**src/rtl/debounce_scan.sv**
```systemverilog
// Multi-channel switch debouncer: a shared prescaler ticks a round-robin scanner that
// updates each channel's stable-sample counter and debounced level in its own slot.
module debounce_scan #(
    parameter int N_CH       = 4,
    parameter int TICK_DIV   = 12000,
    parameter int STABLE_CNT = 10,
    parameter int CNT_W      = 4,
    parameter bit INIT_STATE = 1'b1
) (
    input  logic            CLK,
    input  logic            RST,
    input  logic            enable,
    input  logic [N_CH-1:0] sw_in,
    output logic [N_CH-1:0] state,
    output logic [N_CH-1:0] trans_up,
    output logic [N_CH-1:0] trans_dn,
    output logic            busy,
    output logic            tick_out
);

    localparam int PS_W  = (TICK_DIV > 1) ? $clog2(TICK_DIV) : 1;
    localparam int IDX_W = (N_CH > 1) ? $clog2(N_CH) : 1;
    localparam logic [PS_W-1:0]  PS_LAST  = PS_W'(TICK_DIV - 1);
    localparam logic [IDX_W-1:0] IDX_LAST = IDX_W'(N_CH - 1);
    localparam logic [CNT_W-1:0] CNT_LAST = CNT_W'(STABLE_CNT - 1);

    typedef enum logic {
        IDLE = 1'b0,
        SCAN = 1'b1
    } fsm_t;

    fsm_t             fsm, fsm_nxt;
    logic [IDX_W-1:0] idx, idx_nxt;
    logic             scan_en;

    logic [PS_W-1:0]  presc;
    logic [N_CH-1:0]  sync_q1, sync_q2;

    logic [CNT_W-1:0] cnt     [N_CH];
    logic [CNT_W-1:0] cnt_nxt [N_CH];
    logic [N_CH-1:0]  state_nxt, up_nxt, dn_nxt;

    // Prescaler: held at zero while disabled so a re-enable always waits a full period.
    always_ff @(posedge CLK) begin
        if (RST || !enable) begin
            presc <= '0;
        end else if (presc == PS_LAST) begin
            presc <= '0;
        end else begin
            presc <= presc + 1'b1;
        end
    end

    assign tick_out = enable && (presc == PS_LAST);

    always_ff @(posedge CLK) begin
        if (RST) begin
            fsm <= IDLE;
            idx <= '0;
        end else begin
            fsm <= fsm_nxt;
            idx <= idx_nxt;
        end
    end

    // busy is the decoded FSM state; a tick arriving during SCAN is ignored.
    always_comb begin
        fsm_nxt = fsm;
        idx_nxt = idx;
        busy    = 1'b0;
        scan_en = 1'b0;
        case (fsm)
            IDLE: begin
                if (tick_out) begin
                    fsm_nxt = SCAN;
                    idx_nxt = '0;
                end
            end
            SCAN: begin
                busy    = 1'b1;
                scan_en = 1'b1;
                if (idx == IDX_LAST) begin
                    idx_nxt = '0;
                    fsm_nxt = IDLE;
                end else begin
                    idx_nxt = idx + 1'b1;
                end
            end
            default: begin
                fsm_nxt = IDLE;
                idx_nxt = '0;
            end
        endcase
    end

    // Only the channel in the current slot may change; one agreeing sample clears its count.
    always_comb begin
        state_nxt = state;
        up_nxt    = '0;
        dn_nxt    = '0;
        for (int i = 0; i < N_CH; i++) begin
            cnt_nxt[i] = cnt[i];
            if (scan_en && (idx == IDX_W'(i))) begin
                if (sync_q2[i] == state[i]) begin
                    cnt_nxt[i] = '0;
                end else if (cnt[i] == CNT_LAST) begin
                    cnt_nxt[i]   = '0;
                    state_nxt[i] = sync_q2[i];
                    up_nxt[i]    = sync_q2[i];
                    dn_nxt[i]    = ~sync_q2[i];
                end else begin
                    cnt_nxt[i] = cnt[i] + 1'b1;
                end
            end
        end
    end

    always_ff @(posedge CLK) begin
        if (RST) begin
            sync_q1  <= {N_CH{INIT_STATE}};
            sync_q2  <= {N_CH{INIT_STATE}};
            state    <= {N_CH{INIT_STATE}};
            trans_up <= '0;
            trans_dn <= '0;
            for (int i = 0; i < N_CH; i++) begin
                cnt[i] <= '0;
            end
        end else begin
            sync_q1  <= sw_in;
            sync_q2  <= sync_q1;
            state    <= state_nxt;
            trans_up <= up_nxt;
            trans_dn <= dn_nxt;
            for (int i = 0; i < N_CH; i++) begin
                cnt[i] <= cnt_nxt[i];
            end
        end
    end

endmodule

```
**config.mk**
```make
export PLATFORM = sky130hd
export DESIGN_NAME = debounce_scan
export DESIGN_NICKNAME = d
export VERILOG_FILES = /design/src/rtl/debounce_scan.sv
export SDC_FILE = /design/constraint.sdc
export NUM_CORES = 1
export LEC_CHECK = 0
export ABC_AREA = 1
export CELL_PAD_IN_SITES_DETAIL_PLACEMENT = 1
export CELL_PAD_IN_SITES_GLOBAL_PLACEMENT = 1
export CORE_MARGIN = 4
export CORE_UTILIZATION = 30
export DETAILED_ROUTE_END_ITERATION = 10
export PLACE_DENSITY_LB_ADDON = 0.1
export SYNTH_ARGS = -nofsm -noshare
export SYNTH_HDL_FRONTEND = slang
export SYNTH_SLANG_ARGS = --single-unit
```
**constraint.sdc**
```tcl
create_clock -name CLK -period 3.57 [get_ports CLK]
set_input_delay 1.071 -clock CLK [delete_from_list [all_inputs] [get_ports CLK]]
set_output_delay 1.071 -clock CLK [all_outputs]
set_load 0.03 [all_outputs]
```
# Yosys cells after proc, flatten, opt, wreduce, memory -nomap -nowiden
# Memory sizes are Yosys's and may differ from the RTL's.
# Index checks and enable logic that the tools add are counted.
# totals
register_bits	37
ramBits	16
input_bits	7
out_inout_bits	14
memories	1
word_cells	101
# op_classes
reduce_logical	17
n_mux	26
eq_ne	13
bitwise	21
n_addsub	6
# mem_list
name	depth	word_bits	rd	rd_clocked_by_memory_dff	write_ports	line	source
cnt	4	4	4	0	4	39	logic [CNT_W-1:0] cnt [N_CH];
# ops
operator	n
2-to-1 mux 4 bit	16
inverter 1 bit	17
adder 4 x 1 -> 4 bit, second input constant	4
equality test 4 bit, second input constant	4
OR reduction 4 bit	4
adder 14 x 1 -> 14 bit, second input constant	1
equality test 14 bit, second input constant	1
AND reduction 3 bit	4
2-to-1 mux 1 bit	6
logical AND 1 bit	5
equality test 1 bit	4
equality test 2 bit, second input constant	2
2-to-1 mux 2 bit	2
OR 1 bit	4
one-hot mux 2 bit (2 select lines)	1
adder 2 x 1 -> 2 bit, second input constant	1
equality test 2 x 1 -> 1 bit, second input constant	1
zero test 2 bit	1
inequality test 2 bit, second input constant	1
one-hot mux 1 bit (2 select lines)	1
OR reduction 2 bit	1
zero test 1 bit	1
logical OR 1 bit	1

# Longest topological paths before layout
# Gate-level depths: netlist (run 1).
# logic_depth
depth_word	5
depth_mapped	8
mapped_depth_nobuf	8

# Worst setup path before layout (run 1)
# OpenSTA, ideal clock, no wires.
# synth_timing
path_type	in2out
from	input port enable
to	output port tick_out
path_buffers	0
path_slack_ns	0.980
arrival_ns	1.519
required_time_ns	2.499
cell_stages	2
cell_sequence	inv_1 > nor2_1
# synth_via
elab_chain_cells	1
# synth_rtl
element	line	source
start, declared	12	input logic enable,
logical AND 1 bit	54	assign tick_out = enable && (presc == PS_LAST);
end, declared	18	output logic tick_out
# No other way between the ends.

# Worst setup path in the final report (run 1)
# Same ends and word-level chain as after synthesis.

==> results.cfg, run 1 <==
[global_route]
grt_usage_pct = 12.09
grt_overflow = 0
grt_pass1_vias = 1924
grt_first_pass_wirelength_um = 8763
antenna_found_initial = 0
grt_start_max_net_pins = 24

[cells_and_area]
n_antenna_cell = 0
drive_above_1_share_pct = 9.524
area_growth_pct = 17.23
regArea_sq_um = 1061
final_nets = 334
multi_input_area_sq_um = 1139
instances_no_fill = 414
fillCellCount = 899

[drt]
via_count = 1831
wl_um = 4900
vias_per_cell = 4.423
wl_per_cell_um = 11.84
drt-pass1-iter-count = 4
remaining_drc_errors = 0
ant_nets = 0
dr.first_iter.drc_count = 52

[critical_path]
cp_max_fo = 2
critPathLaunch = enable
cp-end-kind = output pin
rrSetupSlack_ns = 2.02
worstSetupPathType = in2out
reg2regPathDepth = 7
arrival_ns = 2.37
r2r-end = state[3]$_SDFFE_PP1P_
start_kind = primary input
cp.required_ns = 2.50
reg2reg_from = fsm$_SDFF_PP0_

[sta]
drv_slew = 0
rsz0062_at_grt = no
fmax_mhz = 290.5
period_share_pct = 96.42
hold-worst-slack_ns = 0.4196
hold_viol_final = 0
relSlewSlack_pct = 69.27
setup_ws_ns = 0.1278
finClkSkew_ns = 0.009457
fin_tns_setup_ns = 0
period_needed_ns = 3.442
worst_pin_slew_ns = 0.4604
setup_viol = 0

[synth]
synth_top_area_share_pct = 45.37
avgSynthCellArea_sq_um = 8.036
yosysUniqueCellTypes = 30
synth-async-reset-ratio_pct = 0
synthFlopType = dfxtp_1
synth_seq_area_share_pct = 45.37
ys_warn_count = 0
synth_area_leaders = dfxtp_1 (45%), nand2_1 (8.8%), ha_1 (7.0%)
yosysTopAreaCell = dfxtp_1
yosysMostFrequentCell = nand2_1
synth_fp_nets = 311
synthesis.area_sq_um = 2338
synth_edf_count = 0
synthCells = 291
synthTopCellsByCount = nand2_1 (55), dfxtp_1 (53), nor2_1 (43)
synth-seq-cells = 53

[die]
die-area_sq_um = 9272
core_area_sq_um = 7408
ios = 21
die_h_um = 96.29
rows = 31
initial_core_util_pct = 31.57
fp.dieW_um = 96.29

[cts]
cts_tree = done
clock_latency_ns = 0.30
clockRootBuffer = clkbuf_8
numCtsBuffers = 5
cts_hold_buf = 0
cts.sinks = 53
post-cts-setup-buffer-count = 0
path_clk_slew_ns = 0.09
cts_max_path_buffers = 2
ctsResizeCount = 0
h-tree-depth = 2

[min_path]
whs_endpoint = sync_q2[0]$_SDFF_PP1_
hold_class = reg2reg
whs_path_depth = 1
min_from = sync_q1[0]$_SDFF_PP1_

[placed_design]
portBuffers = 20
placed_cells = 406
place_congestion = 0.7185
pre_cts_ws_ns = 0.1166
post-dp-hpwl_um = 3619

[run_status]
status = complete, no violations

[power]
peakVddDrop_v = 0.0001346
p_total_uw = 991.9
netSwitchingFraction_pct = 21.02
p_comb_share_pct = 2.7
clkPwrFrac_pct = 36.9
p_leak_nw = 1.125
power_frac_seq_pct = 60.4
intPower_uw = 783.5
switchingPower_uw = 208.5
p_per_area_nw_per_um2 = 361.8

[flow_run]
drv_cap = 0
==> state kept, by name, summed over array words and instances, names as in the netlist <==
register	count
fsm	1
trans_dn	4
sync_q2	4
trans_up	4
idx	2
state	4
cnt	16
presc	14
sync_q1	4
==> power groups by stage <==
stage / registers (mW) / logic, mW / clock network (mW)
3_3_place_gp: 0.613 / 0.0277 / 0
4_1_cts: 0.600 / 0.0280 / 0.390
6_report: 0.599 / 0.0267 / 0.366
5_1_grt: 0.600 / 0.0307 / 0.415
3_5_place_dp: 0.613 / 0.0279 / 0
2_1_floorplan: 0.612 / 0.0158 / 0
==> critical path: stages <==
cell and delay [ns]:
clkdlybuf4s50_1 0.48, inv_1 0.06, nor2_1 0.09, clkdlybuf4s50_1 0.67
==> through the flow <==
| step | util (%) | instance area, sq um |
|---|---|---|
| after floorplan | - | 2338 |
| after global placement | 35.64 | 2640 |
| after detailed placement | 35.64 | 2640 |
| after CTS | 37.00 | 2741 |
| after global routing | 37.00 | 2741 |
| final | 37.00 | 2741 |
==> cells by family after synthesis <==
group | synth area share, %
AND/OR/NAND/NOR | 29.11
XOR/XNOR | 5.993
flip-flops | 45.37
buffers and inverters | 5.939
adder cells (fa/ha/maj) | 6.956
AO/OA/AOI/OAI | 6.635
==> routing by layer <==
layer,GRT usage (%),wire [um],vias to the layer above
met5,0,0,-
met2,19.09,2244,13
met4,3.855,72,0
met3,3.049,102,6
met1,16.11,2481,854
li1,-,-,958
==> area by class of cell <==
cell class                      instances  share of cell area [%]
Tap cell                               99                   4.518
Multi-Input combinational cell        204                   41.53
Clock inverter                          1                  0.1826
Clock buffer                            7                   3.514
Inverter                               29                   3.971
Timing Repair Buffer                   21                   7.576
Sequential cell                        53                   38.70
==> layout by cell type (no fill, tap or decap), drive strengths merged, types with 8 or more instances in the layout <==
master	instances
xor2	8
ha	13
xnor2	8
nand2	59
nor2	45
nand3	22
a21oi	21
inv	29
clkdlybuf4s50	20
dfxtp	53
or2	10
==> worst max path at each step <==
stage	to	slack, ns	cells after the start
finish	tick_out	0.13	4
global route	tick_out	0.07	4
CTS	tick_out	0.12	4
detailed placement	tick_out	0.12	4
global placement	tick_out	0.14	4
floorplan	tick_out	0.98	2
Power figures use the tool's default switching activity.
==> run 2: changes to the inputs <==
- HOLD_SLACK_MARGIN: not set -> 0.1
- SKIP_LAST_GASP: not set -> 1
==> results of run 2 <==
Final layout, timing and power as in run 1 (identical DEF).
==> run 3: changes to the inputs <==
- ABC_AREA: 1 -> 0
==> run 3 against run 2 <==
Clock power shrank 2%. Sequential power is essentially flat. Flip-flop and latch count is the same. Worst hold slack lost 0.0016 ns. Non-clock buffer count grew 1.
==> results.cfg, run 3 <==
[power]
clkPwrFrac_pct = 36.5
power_frac_seq_pct = 60.8
p_comb_share_pct = 2.7
p_leak_nw = 0.9447
switchingPower_uw = 218.1
p_per_area_nw_per_um2 = 370.3
netSwitchingFraction_pct = 22.15
peakVddDrop_v = 0.0001543
intPower_uw = 766.5

[sta]
finClkSkew_ns = 0.008581
relSlewSlack_pct = 56.37
worst_pin_slew_ns = 0.6484
period_needed_ns = 3.218
fin_tns_setup_ns = 0
period_share_pct = 90.13
fmax_mhz = 310.8
setup_ws_ns = 0.3524
drv_slew = 0
rsz0062_at_grt = no
hold_viol_final = 0
setup_viol = 0

[critical_path]
cp-end-kind = output pin
arrival_ns = 2.15
rrSetupSlack_ns = 1.66
cp.required_ns = 2.50
worstSetupPathType = in2out
cp_max_fo = 4
reg2reg_from = presc[0]$_SDFF_PP0_
reg2regPathDepth = 5
start_kind = primary input
r2r-end = presc[3]$_SDFF_PP0_

[synth]
avgSynthCellArea_sq_um = 9.226
synth_fp_nets = 266
yosysTopAreaCell = dfxtp_1
synthCells = 246
synthTopCellsByCount = dfxtp_1 (53), nor2_1 (29), nand2_1 (18)
synth-seq-cells = 53
synthFlopType = dfxtp_1
synth-async-reset-ratio_pct = 0
synth_edf_count = 0
ys_warn_count = 0
synth_top_area_share_pct = 46.75
synth_area_leaders = dfxtp_1 (47%), ha_1 (7.2%), xnor2_1 (5.4%)
synth_seq_area_share_pct = 46.75
yosysUniqueCellTypes = 32
yosysMostFrequentCell = dfxtp_1
synthesis.area_sq_um = 2270

[cts]
clockRootBuffer = clkbuf_8
cts_hold_buf = 0
cts_max_path_buffers = 2
post-cts-setup-buffer-count = 0
clock_latency_ns = 0.31
ctsResizeCount = 0
path_clk_slew_ns = 0.10
numCtsBuffers = 5
cts_tree = done
h-tree-depth = 2
cts.sinks = 53

[global_route]
antenna_found_initial = 0
grt_pass1_vias = 1698
grt_start_max_net_pins = 25
grt_overflow = 0
grt_first_pass_wirelength_um = 7762
grt_usage_pct = 11.01

[drt]
wl_per_cell_um = 12.01
vias_per_cell = 4.543
dr.first_iter.drc_count = 44
drt-pass1-iter-count = 5
wl_um = 4420
remaining_drc_errors = 0
ant_nets = 0
via_count = 1672

[cells_and_area]
largest_reg_flops = 16
final_core_util_pct = 36.46
n_antenna_cell = 0
regMostFlops = cnt
final_nets = 288
top_regs = cnt: 16 flops, presc: 14 flops
area_growth_pct = 17.14
layout_common_cells = dfxtp_1 (53), nor2_1 (29), clkdlybuf4s50_1 (19), nand2_1 (18)
drive_above_1_share_pct = 7.807
final_common_cell = dfxtp_1

[min_path]
whs_path_depth = 1
min_from = sync_q1[1]$_SDFF_PP1_
hold_class = reg2reg
whs_endpoint = sync_q2[1]$_SDFF_PP1_

[die]
fp.dieW_um = 94.98
rows = 31
die_h_um = 94.98
initial_core_util_pct = 31.13
die-area_sq_um = 9021
ios = 21
core_area_sq_um = 7292

[placed_design]
place_congestion = 0.7195
post-dp-hpwl_um = 3167
pre_cts_ws_ns = 0.3328
portBuffers = 20

[run_status]
status = complete, no violations

[flow_run]
drv_cap = 0
[run 3: cell count changes after synthesis, moves of 8 or more]
cell	previous run	this run
nor3_1	3	11
nand3_1	20	12
inv_1	29	11
and3b_1	0	8
nor2_1	43	29
nor4_1	0	12
nand2_1	55	18
[run 3: layout make-up]
class / instances / area [sq um]
clock buffer: 6 / 82.58
clock inverter: 2 / 13.76
fill: 893 / 4633
inverter: 11 / 41.29
multi-input combinational: 175 / 1124
sequential: 53 / 1061
tap: 99 / 123.9
timing repair buffer: 22 / 212.7
[run 3: stage by stage]
step / instances / power, mW / cell area (sq um) / hold WS, ns
2_1_floorplan: 246 / 0.6297 / 2270 / 0.3895
3_3_place_gp: 360 / 0.6402 / 2562 / 0.3925
3_5_place_dp: 360 / 0.6404 / 2562 / 0.3957
4_1_cts: 368 / 1.010 / 2659 / 0.4199
5_1_grt: 368 / 1.033 / 2659 / 0.4235
6_report: 368 / 0.9846 / 2659 / 0.4180
[run 3: worst max-delay path, cell delays in order]
cell and delay, ns:
clkdlybuf4s50_1 0.47, nand4_1 0.15, nor4_4 0.23, buf_4 0.22
[run 3: worst max path at each step]
| stage | start | to | slack, ns | depth (start not counted) |
|---|---|---|---|---|
| 2_1_floorplan | enable | tick_out | 0.87 | 2 |
| 3_3_place_gp | enable | tick_out | 0.37 | 4 |
| 3_5_place_dp | enable | tick_out | 0.33 | 4 |
| 4_1_cts | enable | tick_out | 0.33 | 4 |
| 5_1_grt | enable | tick_out | 0.26 | 4 |
| 6_report | enable | tick_out | 0.35 | 4 |
[run 3: power groups by stage]
stage	logic [mW]	registers [mW]	clock network (mW)
after floorplan	0.0179	0.612	0
after global placement	0.0276	0.613	0
after detailed placement	0.0278	0.613	0
after CTS	0.0279	0.599	0.383
after global routing	0.0303	0.600	0.403
final	0.0269	0.599	0.359
[run 3: cell families after synthesis]
logic type	after synthesis	share of synthesized area (%)
simple gates	118	28.39
flops	53	46.75
compound gates	24	6.009
buf+inv	18	3.749
xor+xnor	16	6.174
fa+ha+maj	13	7.167
mux	4	1.764
[run 3: routing by layer]
metal / part of all wire, % / global-route usage [%] / vias up
met3: 3.0 / 2.789 / 5
met4: 1.5 / 4.688 / 0
met1: 51 / 14.21 / 764
li1: - / - / 887
met5: 0 / 0 / -
met2: 44 / 17.38 / 16
